**src/rtl/bch_pkg.sv**
```systemverilog
// Shared BCH(15,7,2) constants, GF(16) arithmetic helpers and receive FSM state type.
package bch_pkg;

  localparam int unsigned BCH_N = 15;
  localparam int unsigned BCH_K = 7;
  localparam logic [8:0]  GEN_MASK  = 9'b111010001;
  localparam logic [4:0]  GF16_POLY = 5'b10011;

  typedef logic [3:0] gf16;

  typedef enum logic {IDLE, SHIFT} bch_rx_state_e;

  function automatic gf16 gf16_mul_alpha(input gf16 a);
    gf16 r;
    r = {a[2:0], 1'b0};
    if (a[3]) r = r ^ GF16_POLY[3:0];
    return r;
  endfunction

  // Columns are alpha^3..alpha^6 reduced mod x^4+x+1
  function automatic gf16 gf16_mul_alpha3(input gf16 a);
    return {a[0] ^ a[3], a[2] ^ a[3], a[1] ^ a[2], a[1]};
  endfunction

endpackage

```
**src/rtl/bch_syndrome_accum.sv**
```systemverilog
// One Horner syndrome accumulator: acc = acc*alpha^k xor bit, with k = 1 or 3.
module bch_syndrome_accum
  import bch_pkg::*;
#(
  parameter bit USE_ALPHA3 = 1'b0
) (
  input  logic i_clk,
  input  logic i_rst_n,
  input  logic i_clr,
  input  logic i_en,
  input  logic i_bit,
  output gf16  o_acc
);

  gf16 r_acc;
  gf16 w_mul;

  assign w_mul = USE_ALPHA3 ? gf16_mul_alpha3(r_acc) : gf16_mul_alpha(r_acc);

  // Clear and first bit share one cycle: the frame's first bit seeds the accumulator
  always_ff @(posedge i_clk or negedge i_rst_n) begin
    if (!i_rst_n)  r_acc <= '0;
    else if (i_en) r_acc <= (i_clr ? 4'b0000 : w_mul) ^ {3'b000, i_bit};
  end

  assign o_acc = r_acc;

endmodule

```
**src/rtl/bch_rx_frame_deserializer.sv**
```systemverilog
// Serial BCH(15,7) receive front end with a one-entry output buffer.
// Define BCH_RX_SYNDROME_EN to compute S1/S3 on the fly; otherwise they read as zero.
module bch_rx_frame_deserializer
  import bch_pkg::*;
(
  input  logic          clk,
  input  logic          rst_n,
  input  logic          bit_in,
  input  logic          bit_valid,
  input  logic          frame_start,
  output logic          out_valid,
  input  logic          out_ready,
  output logic [14:0]   codeword,
  output logic [3:0]    s1,
  output logic [3:0]    s3,
  output logic          syndrome_zero,
  output logic          overrun
);

  localparam int unsigned N = BCH_N;

  bch_rx_state_e r_state, w_state_nxt;
  logic [3:0]    r_cnt, w_cnt_nxt;
  logic [N-1:0]  r_sh, w_sh_nxt;
  logic          w_start, w_done;
  logic          r_load_pend;
  logic          r_out_valid, r_overrun;
  logic [N-1:0]  r_codeword;

  always_comb begin
    w_state_nxt = r_state;
    w_cnt_nxt   = r_cnt;
    w_sh_nxt    = r_sh;
    w_start     = 1'b0;
    w_done      = 1'b0;
    if (bit_valid) begin
      if (frame_start) begin
        w_start     = 1'b1;
        w_state_nxt = SHIFT;
        w_cnt_nxt   = 4'd1;
        w_sh_nxt    = {{(N-1){1'b0}}, bit_in};
      end else if (r_state == SHIFT) begin
        w_sh_nxt = {r_sh[N-2:0], bit_in};
        if (r_cnt == 4'(N-1)) begin
          w_done      = 1'b1;
          w_state_nxt = IDLE;
          w_cnt_nxt   = '0;
        end else begin
          w_cnt_nxt = r_cnt + 4'd1;
        end
      end
    end
  end

  always_ff @(posedge clk or negedge rst_n) begin
    if (!rst_n) begin
      r_state     <= IDLE;
      r_cnt       <= '0;
      r_sh        <= '0;
      r_load_pend <= 1'b0;
    end else begin
      r_state     <= w_state_nxt;
      r_cnt       <= w_cnt_nxt;
      r_sh        <= w_sh_nxt;
      r_load_pend <= w_done;
    end
  end

  // Completed frame sits in r_sh/accumulators for one cycle, then moves to the buffer
  logic w_load;
  assign w_load = r_load_pend && (!r_out_valid || out_ready);

  always_ff @(posedge clk or negedge rst_n) begin
    if (!rst_n) begin
      r_out_valid <= 1'b0;
      r_overrun   <= 1'b0;
      r_codeword  <= '0;
    end else begin
      r_overrun <= r_load_pend && !w_load;
      if (w_load) begin
        r_out_valid <= 1'b1;
        r_codeword  <= r_sh;
      end else if (r_out_valid && out_ready) begin
        r_out_valid <= 1'b0;
      end
    end
  end

  assign out_valid = r_out_valid;
  assign overrun   = r_overrun;
  assign codeword  = r_codeword;

`ifdef BCH_RX_SYNDROME_EN
  gf16  w_a1, w_a3;
  gf16  r_s1, r_s3;
  logic w_acc_en;

  assign w_acc_en = bit_valid && (frame_start || r_state == SHIFT);

  bch_syndrome_accum #(.USE_ALPHA3(1'b0)) u_acc_s1 (
    .i_clk(clk), .i_rst_n(rst_n), .i_clr(w_start), .i_en(w_acc_en),
    .i_bit(bit_in), .o_acc(w_a1)
  );

  bch_syndrome_accum #(.USE_ALPHA3(1'b1)) u_acc_s3 (
    .i_clk(clk), .i_rst_n(rst_n), .i_clr(w_start), .i_en(w_acc_en),
    .i_bit(bit_in), .o_acc(w_a3)
  );

  always_ff @(posedge clk or negedge rst_n) begin
    if (!rst_n) begin
      r_s1 <= '0;
      r_s3 <= '0;
    end else if (w_load) begin
      r_s1 <= w_a1;
      r_s3 <= w_a3;
    end
  end

  assign s1            = r_s1;
  assign s3            = r_s3;
  assign syndrome_zero = (r_s1 == 4'd0) && (r_s3 == 4'd0);
`else
  assign s1            = '0;
  assign s3            = '0;
  assign syndrome_zero = 1'b1;
`endif

endmodule

```
**config.mk**
```make
export PLATFORM = sky130hd
export DESIGN_NAME = bch_rx_frame_deserializer
export DESIGN_NICKNAME = d
export VERILOG_FILES = /design/src/rtl/bch_pkg.sv /design/src/rtl/bch_syndrome_accum.sv /design/src/rtl/bch_rx_frame_deserializer.sv
export SDC_FILE = /design/constraint.sdc
export NUM_CORES = 1
export LEC_CHECK = 0
export ABC_AREA = 1
export CORE_ASPECT_RATIO = 1.5
export CORE_MARGIN = 10
export CORE_UTILIZATION = 40
export CTS_BUF_LIST = sky130_fd_sc_hd__clkbuf_8
export DETAILED_ROUTE_END_ITERATION = 10
export GPL_TIMING_DRIVEN = 0
export REMOVE_ABC_BUFFERS = 1
export SLEW_MARGIN = 10
export SYNTH_ARGS = -nofsm -noshare
export SYNTH_HDL_FRONTEND = slang
export SYNTH_SLANG_ARGS = --single-unit
```
**constraint.sdc**
```tcl
create_clock -name clk -period 1.3 [get_ports clk]
set_input_delay 0.26 -clock clk [delete_from_list [all_inputs] [get_ports clk]]
set_output_delay 0.26 -clock clk [all_outputs]
set_load 0.005 [all_outputs]
```
==> PnR_summary.wiki <==
{| class="wikitable"
! Metric !! Value
|-
| Outcome || completed
|-
| Post-layout utilization of the core || 0.520
|-
| Design Power || 0.00260 W
|-
| Number of nets in the finished design || 191
|-
| Required arrival time at the worst endpoint || 1.46 ns
|-
| Count of final max-slew check failures || 0
|-
| Cell area after synthesis || roughly 1600 sq um
|-
| Number of top-level pins || 32
|-
| Final setup margin || 0.0894 ns
|-
| TritonCTS clock tree || yes
|-
| Count of input and output buffers || 22
|-
| Routed vias/inst || 4.76
|-
| Cell-internal power || 0.00208 W
|-
| Capturing point of the worst reg2reg path || r_state
|-
| Core area || approximately 3700 sq um
|-
| Starting utilization of the core area || 0.417
|-
| Via Count || 1081
|-
| Achievable clock frequency || 826 MHz
|-
| Power share of the clock group || 0.464
|-
| Worst-path clk slew || 0.07 ns
|-
| Die Y-Extent || between 90 and 100 microns
|-
| Clk sinks || 38
|-
| Fin crit share || 0.931
|-
| Unique masters post-synth || 21
|-
| Peak supply drop || about 0.0008 V
|-
| Worst reg-to-reg setup slack || 0.10 ns
|-
| Critical path class || primary input to flip-flop
|-
| Row count || 27
|-
| Final hold violation count || 0
|-
| Half-perimeter wire length after detailed placement || 2090 microns
|-
| Remaining number of nets flagged by the antenna check after routing || 0
|-
| Total negative slack for setup checks || 0 ns
|-
| Root buf cell || clkbuf_8
|-
| Comb power frac || 0.060
|-
| Cells after synthesis || 155
|-
| Hold Buf Count CTS || 0
|-
| Power density over the cells || roughly 1300 nW/um^2
|-
| Setup repair after global routing missed its margin || no
|-
| Max Cap Violations || 0
|-
| Average cell area after synthesis || 10.0 sq um
|-
| Via count of the first global-routing pass || 1120
|-
| Overall routing resource usage || 0.0893
|-
| Leak Pwr || slightly below 1 nW
|-
| Kind of launch point of the worst setup path || primary input
|-
| Maximum fanout along the worst path || 9
|-
| Number of cells on the worst reg-to-reg path || 5
|-
| Proportion of layout cells with a drive suffix above 1 || 0.120
|-
| Worst setup slack before clock tree synthesis || -0.506 ns
|-
| Min-delay worst type || primary input to asynchronous set/reset pin
|-
| Floorplan die width || 70.8 microns
|-
| CTS Buffer Depth || 2
|-
| CP arrival || 1.37 ns
|-
| Sequential Power Share || 0.476
|-
| Setup Skew || 0.00422 ns
|-
| Routed wirelength normalized by instance count || ~13 microns
|-
| Ant diodes || 0
|-
| Flop and latch count out of synthesis || 38
|-
| Worst-case hold slack || 0.0735 ns
|-
| Total gr overflow || 0
|-
| Placer's final routability congestion estimate || about 0.68
|-
| Clock Latency Late Sink || 0.28 ns
|-
| Routed WL || between 2000 and 3000 microns
|-
| Number of setup violations in the final report || 0
|-
| Growth of design area from synthesis to finish || 24.5%
|-
| Die Area || 6820 sq um
|-
| Count of filler cells inserted in the layout || around 390
|-
| Slew at the pin with the worst max-slew slack || around 0.83 ns
|-
| First-pass GRT wire length || 4970 microns
|-
| Initial antenna violation count || 0
|-
| Sw Ratio || 0.198
|-
| Number of remaining DRC errors || 0
|-
| Worst rel slew slack || 0.444
|-
| Number of iterations in the first detailed-routing pass || 4
|-
| H-tree depth reported by CTS || 2
|-
| Power dissipated by switching net loads || 0.000514 W
|-
| Warnings, synthesis || 0
|-
| Pin count of the biggest net entering global routing || 39
|-
| Total clock buffers created by CTS || 5
|-
| Type of destination of the critical path || flip-flop
|-
| Initial DRC count || 42
|-
| Portion of the post-synthesis area used by sequential elements || 0.613
|-
| Reg-to-reg critical path startpoint || r_cnt[0]
|-
| Final worst path period need || 1.21 ns
|}
how the worst max path moves through the flow:
stage,start,slack (ns),end,depth (start not counted)
finish,bit_valid,0.09,r_sh[11],5
global route,bit_valid,0.02,r_sh[14],5
CTS,bit_valid,0.05,r_cnt[2],6
detailed placement,out_ready,-0.51,codeword[10],5
global placement,rst_n,-0.85,r_state,1
floorplan,out_valid,0.14,codeword[0],4
layout make-up:
| class | count | area, sq um | share of cell area |
|---|---|---|---|
| Tap cell | 43 | 53.8 | 0.0279 |
| Clock buffer | 6 | 82.6 | 0.0428 |
| Inverter | 23 | 86.3 | 0.0447 |
| Clock inverter | 2 | 60.1 | 0.0311 |
| Multi-Input combinational cell | 87 | 458 | 0.237 |
| Sequential cell | 38 | 951 | 0.493 |
| Timing Repair Buffer | 28 | 239 | 0.124 |
registers in the layout, summed over array words and instances, names as in the netlist:
name / cells
r_sh: 15
codeword: 15
r_state: 1
overrun: 1
r_cnt: 4
r_load_pend: 1
out_valid: 1
logic make-up after synthesis:
| logic type | synth area share |
|---|---|
| AND/OR/NAND/NOR | 0.113 |
| flip-flops | 0.613 |
| buffers and inverters | 0.121 |
| AO/OA/AOI/OAI | 0.132 |
| adder cells (fa/ha/maj) | 0.0161 |
| other | 0.00484 |
power by group through the flow:
| stage | combinational [W] | clock, W | sequential (W) |
|---|---|---|---|
| after floorplan | 0.0000794 | 0 | 0.00125 |
| after global placement | 0.000134 | 0 | 0.00125 |
| after detailed placement | 0.000140 | 0 | 0.00126 |
| after CTS | 0.000141 | 0.00124 | 0.00123 |
| after global routing | 0.000179 | 0.00130 | 0.00124 |
| final | 0.000155 | 0.00121 | 0.00124 |
stage by stage:
stage | instances | instance area (sq um)
after global routing | 227 | 1930
after floorplan | 148 | 1480
final | 227 | 1930
after CTS | 223 | 1890
after global placement | 213 | 1750
after detailed placement | 213 | 1740
cell usage in the layout, fill, tap and decap left out:
cell and instances:
buf_2 1, bufinv_16 2, o22ai_1 14, inv_2 1, dlygate4sd2_1 17, nand3_2 1, ha_1 2, nand2_1 25
nand4_1 1, clkdlybuf4s50_1 4, a21oi_2 1, a21oi_1 2, inv_1 22, o21ai_0 17, dfrtp_1 38, clkbuf_8 6
o211ai_1 1, nand3_1 4, nand3_4 1, o21ai_1 1, conb_1 9, nand2_4 2, buf_4 6, nor2_1 5
nand2_2 1
metal layers:
layer	vias to the layer above	wire (microns)	global-route usage
met4	0	10	0.0340
met1	521	1090	0.0850
met2	21	1620	0.162
met5	-	0	0
li1	537	-	-
met3	2	204	0.0433
critical path: stages:
cell and delay, ns:
clkdlybuf4s50_1 0.58, nand2_1 0.15, nand2_4 0.14, buf_4 0.16
o22ai_1 0.07
timing repair:
action / in CTS / in global routing
pin swaps: 0 / 1
gates resized for setup: 19 / 3
endpoints found under the hold margin: 0 / 0
buffers inserted: 2 / 4
setup endpoints to repair: 33 / 13
cell usage after synthesis:
cell type | instances | area share
nand3_2 | 1 | 0.0065
o211ai_1 | 1 | 0.0048
nand2_4 | 1 | 0.0073
conb_1 | 2 | 0.0048
o21ai_1 | 1 | 0.0032
a21oi_1 | 2 | 0.0065
dfrtp_1 | 38 | 0.61
nor2_1 | 5 | 0.012
buf_6 | 1 | 0.0073
a21oi_2 | 1 | 0.0057
nand2_1 | 26 | 0.063
buf_4 | 10 | 0.048
nand4_1 | 1 | 0.0040
o21ai_0 | 17 | 0.055
ha_1 | 2 | 0.016
clkbuf_2 | 1 | 0.0032
inv_1 | 23 | 0.056
nand3_1 | 5 | 0.016
nand2_2 | 1 | 0.0040
o22ai_1 | 14 | 0.056
buf_2 | 2 | 0.0065
(Power assumes the default switching activity.)
